## src/rtl/univ_shift_reg.sv

```systemverilog
// Universal shift register: hold, bidirectional shift/rotate, parallel load and clear.
// A saturating shift counter with a one-cycle done pulse marks a completed word.
module univ_shift_reg #(
  parameter int unsigned WIDTH = 8,
  localparam int unsigned CW   = $clog2(WIDTH + 1)
) (
  input  logic             clk,
  input  logic             rstn,
  input  logic             en,
  input  logic [2:0]       mode,
  input  logic [WIDTH-1:0] din,
  input  logic             si_l,
  input  logic             si_r,
  output logic [WIDTH-1:0] q,
  output logic             so_r,
  output logic             so_l,
  output logic [CW-1:0]    cnt,
  output logic             done
);

  typedef enum logic [2:0] {
    OpHold  = 3'b000,
    OpShr   = 3'b001,
    OpShl   = 3'b010,
    OpRor   = 3'b011,
    OpRol   = 3'b100,
    OpLoad  = 3'b101,
    OpClear = 3'b110,
    OpRsvd  = 3'b111
  } op_e;

  localparam logic [CW-1:0] CntFull = CW'(WIDTH);
  localparam logic [CW-1:0] CntLast = CW'(WIDTH - 1);

  logic [WIDTH-1:0] q_q, q_d;
  logic             so_r_q, so_r_d;
  logic             so_l_q, so_l_d;
  logic [CW-1:0]    cnt_q, cnt_d;
  logic             done_q, done_d;

  op_e              op;
  logic             is_shift;
  logic [WIDTH-1:0] shr_val, shl_val, ror_val, rol_val;
  logic [CW-1:0]    cnt_inc;
  logic             cnt_wrap;

  assign op = op_e'(mode);

  assign shr_val = {si_l, q_q[WIDTH-1:1]};
  assign shl_val = {q_q[WIDTH-2:0], si_r};
  assign ror_val = {q_q[0], q_q[WIDTH-1:1]};
  assign rol_val = {q_q[WIDTH-2:0], q_q[WIDTH-1]};

  assign is_shift = (op == OpShr) || (op == OpShl) || (op == OpRor) || (op == OpRol);

  // Saturating count; done fires only on the step that fills the word.
  assign cnt_inc  = (cnt_q < CntFull) ? cnt_q + CW'(1) : cnt_q;
  assign cnt_wrap = (cnt_q == CntLast);

  always_comb begin
    q_d    = q_q;
    so_r_d = so_r_q;
    so_l_d = so_l_q;
    cnt_d  = cnt_q;
    done_d = 1'b0;

    if (en) begin
      unique case (op)
        OpShr: begin
          q_d    = shr_val;
          so_r_d = q_q[0];
        end
        OpShl: begin
          q_d    = shl_val;
          so_l_d = q_q[WIDTH-1];
        end
        OpRor: begin
          q_d    = ror_val;
          so_r_d = q_q[0];
        end
        OpRol: begin
          q_d    = rol_val;
          so_l_d = q_q[WIDTH-1];
        end
        OpLoad: begin
          q_d   = din;
          cnt_d = '0;
        end
        OpClear: begin
          q_d    = '0;
          so_r_d = 1'b0;
          so_l_d = 1'b0;
          cnt_d  = '0;
        end
        OpHold, OpRsvd: begin
        end
        default: begin
        end
      endcase

      if (is_shift) begin
        cnt_d  = cnt_inc;
        done_d = cnt_wrap;
      end
    end
  end

  always_ff @(posedge clk) begin
    if (!rstn) begin
      q_q    <= '0;
      so_r_q <= 1'b0;
      so_l_q <= 1'b0;
      cnt_q  <= '0;
      done_q <= 1'b0;
    end else begin
      q_q    <= q_d;
      so_r_q <= so_r_d;
      so_l_q <= so_l_d;
      cnt_q  <= cnt_d;
      done_q <= done_d;
    end
  end

  assign q    = q_q;
  assign so_r = so_r_q;
  assign so_l = so_l_q;
  assign cnt  = cnt_q;
  assign done = done_q;

endmodule

```

## config.mk

```make
export PLATFORM = sky130hd
export DESIGN_NAME = univ_shift_reg
export DESIGN_NICKNAME = d
export VERILOG_FILES = /design/src/rtl/univ_shift_reg.sv
export SDC_FILE = /design/constraint.sdc
export NUM_CORES = 1
export LEC_CHECK = 0
export ABC_CLOCK_PERIOD_IN_PS = 2360
export BUFFER_PORTS_ARGS = -buffer_cell sky130_fd_sc_hd__buf_2
export CORE_UTILIZATION = 45
export CTS_CLUSTER_SIZE = 20
export DETAILED_ROUTE_END_ITERATION = 12
export MAX_ROUTING_LAYER = met4
export PLACE_DENSITY = 0.74
export SETUP_SLACK_MARGIN = 0.05
export SYNTH_ARGS = -nofsm -noshare
export SYNTH_HDL_FRONTEND = slang
export SYNTH_SLANG_ARGS = --single-unit
```

## constraint.sdc

```tcl
create_clock -name clk -period 2.36 [get_ports clk]
set_clock_uncertainty 0.15 [all_clocks]
set_input_delay 0.118 -clock clk [delete_from_list [all_inputs] [get_ports clk]]
set_output_delay 0.118 -clock clk [all_outputs]
set_load 0.005 [all_outputs]
```

==> results.yml <==
outcome:
  status: "finished clean"
logic_synthesis:
  synth_edf_count: 0
  yosys-top-cells-count: "dfxtp_1 (15), o21ai_0 (10), a21oi_1 (8), nand2_1 (8), nor2_1 (6)"
  yosysTopAreaCellShare: 0.370
  synth_area_sq_um: 812
  yosysWarnings: 0
  yosysUniqueCellTypes: 37
  yosysMostFrequentCell: "dfxtp_1"
  synth_area_leaders: "dfxtp_1 (37%), a222oi_1 (6.2%), o21ai_0 (6.2%)"
  syn-mean-instance-area_sq_um: 9.02
  syn-num-nets: 107
  ys_seq_area_frac: 0.370
  synth-seq-cells: 15
  synthArstFlopShare: 0
  synth_flop_cell: "dfxtp_1"
  synth_area_leader_cell: "dfxtp_1"
  synthCells: 90
floorplan:
  die_h_um: 44.5
  core-area_sq_um: 1590
  num_rows: 14
  start_util: 0.509
  pin_count: 31
  dieArea_sq_um: 1980
  die_w_um: 44.5
routing:
  first_iter_violations: 27
  drt_wl_total_um: 2050
  drtAntennaViolNets: 0
  dr.pass1.iters: 4
  vias_per_cell: 5.69
  vias: 854
  routedWlPerCell_um: 13.6
  drc_errors: 0
clock_tree:
  cts.sinks: 15
  clkLatencyLatePin_ns: 0.28
  cts_hold_buf: 7
  cts_tree: "yes"
  cts_resized: 0
  root_buffer: "clkbuf_4"
  cts_made_buffers: 3
  clkTransAtPathRegs_ns: 0.08
  htree_levels: 1
  post_cts_buffers: 0
  max-clock-path-buffers: 2
worst_hold_path:
  hold_class: "primary input to flop"
sta:
  worst_pin_slew_ns: 0.417
  finalSetupViolations: 0
  rsz0062_at_grt: "false"
  slew_headroom: 0.721
  hold_viol: 0
  report.final.slew_viol_count: 0
  period_share: 0.825
  fin_ws_ns: 0.412
  finalCriticalPeriod_ns: 1.95
  setup_tns_ns: 0
  max_freq_mhz: 513
grt:
  track_usage: 0.235
  grt_overflow: 0
  grt_pass1_wl_um: 3380
  grt_pass1_vias: 786
  antenna_found_initial: 0
  grt_max_degree: 18
setup_path:
  arrival_ns: 2.02
  criticalPathCategory: "primary input to flop"
  cp_max_fo: 17
  endpoint_kind: "flop"
  required_ns: 2.43
  start_kind: "primary input"
power:
  ir_worst_vdd_mv: 0.388
  p_per_area_nw_per_um2: 515
  leakage_uw: 0.000461
place:
  hpwl_um: 1480
  numPortBuffers: 30
  place.gp.congestion: 0.828
  preCtsSetupSlack_ns: 0.825
final_layout:
  syn2layout_area_growth_pct: 28.5
  fin_nets: 144
  drive_above_1_share: 0.310
  antenna_cells: 0
  fill_cells: 146
job:
  drv_cap: 0
## sequential cells by signal, indices dropped and copies added, names as in the netlist
signal,count
so_r,1
done,1
cnt,4
q,8
so_l,1
## stage by stage
| step | utilization | cell area [sq um] | total power (uW) | instances | hold slack, ns |
|---|---|---|---|---|---|
| global route | 0.655 | 1040 | 570 | 150 | 0.0137 |
| CTS | 0.655 | 1040 | 543 | 150 | 0.0170 |
| finish | 0.655 | 1040 | 537 | 150 | 0.0208 |
| detailed placement | 0.594 | 947 | 389 | 139 | 0.243 |
| floorplan | - | 812 | 354 | 90 | 0.0682 |
| global placement | 0.594 | 947 | 386 | 139 | 0.239 |
## final cells by class
class / count / area (sq um) / share of cell area
well taps: 24 / 30.0 / 0.0288
clock buffers: 4 / 26.3 / 0.0252
multi-input cells: 67 / 455 / 0.436
inverters: 3 / 11.3 / 0.0108
repair buffers: 37 / 220 / 0.211
flip-flops and latches: 15 / 300 / 0.288
## layout by cell type, fill, tap and decap left out, types with 3 or more instances in the layout
cell            n
a21oi_1         8
a222oi_1        5
buf_2          30
clkbuf_4        3
dfxtp_1        15
dlygate4sd3_1   7
inv_1           3
nand2_1         8
nand2b_1        3
nor2_1          6
o21ai_0        10
## where the power goes
part	total, uW	internal (uW)	switching (uW)
clock network	143	65.6	77.0
logic	114	56.1	58.1
registers	280	267	13.7
## critical path: stages
cell and delay [ns]:
dlygate4sd3_1 0.52, buf_2 0.16, o211a_2 0.38, o21ai_0 0.12, a31oi_1 0.15, dlygate4sd3_1 0.56
## final timing paths
kind,from,to,slack [ns],depth (start not counted)
worst max register to register,q[2],q[1],0.65,4
worst min register to register,cnt[2],cnt[2],0.35,1
worst max-delay path,en,q[1],0.41,6
worst min-delay path,din[6],q[6],0.02,3
## cell families (layout without fill, tap and decap cells)
| logic type | count (synthesis) | in the layout | synth area share |
|---|---|---|---|
| DFF | 15 | 15 | 0.370 |
| muxes | 2 | 2 | 0.0262 |
| xor gates and xnor gates | 2 | 2 | 0.0216 |
| adders and majority gates | 1 | 1 | 0.0154 |
| buffers and inverters | 8 | 44 | 0.0693 |
| and+or+nand+nor | 24 | 24 | 0.159 |
| AOI/OAI and AO/OA | 38 | 38 | 0.339 |
## layer usage
layer / vias to the layer above / global-route usage / part of all wire
li1: 420 / - / -
met1: 405 / 0.255 / 0.45
met2: 27 / 0.424 / 0.50
met3: 2 / 0.0612 / 0.045
met4: 0 / 0.0545 / 0.0064
met5: - / - / 0
(Power assumes the default switching activity.)
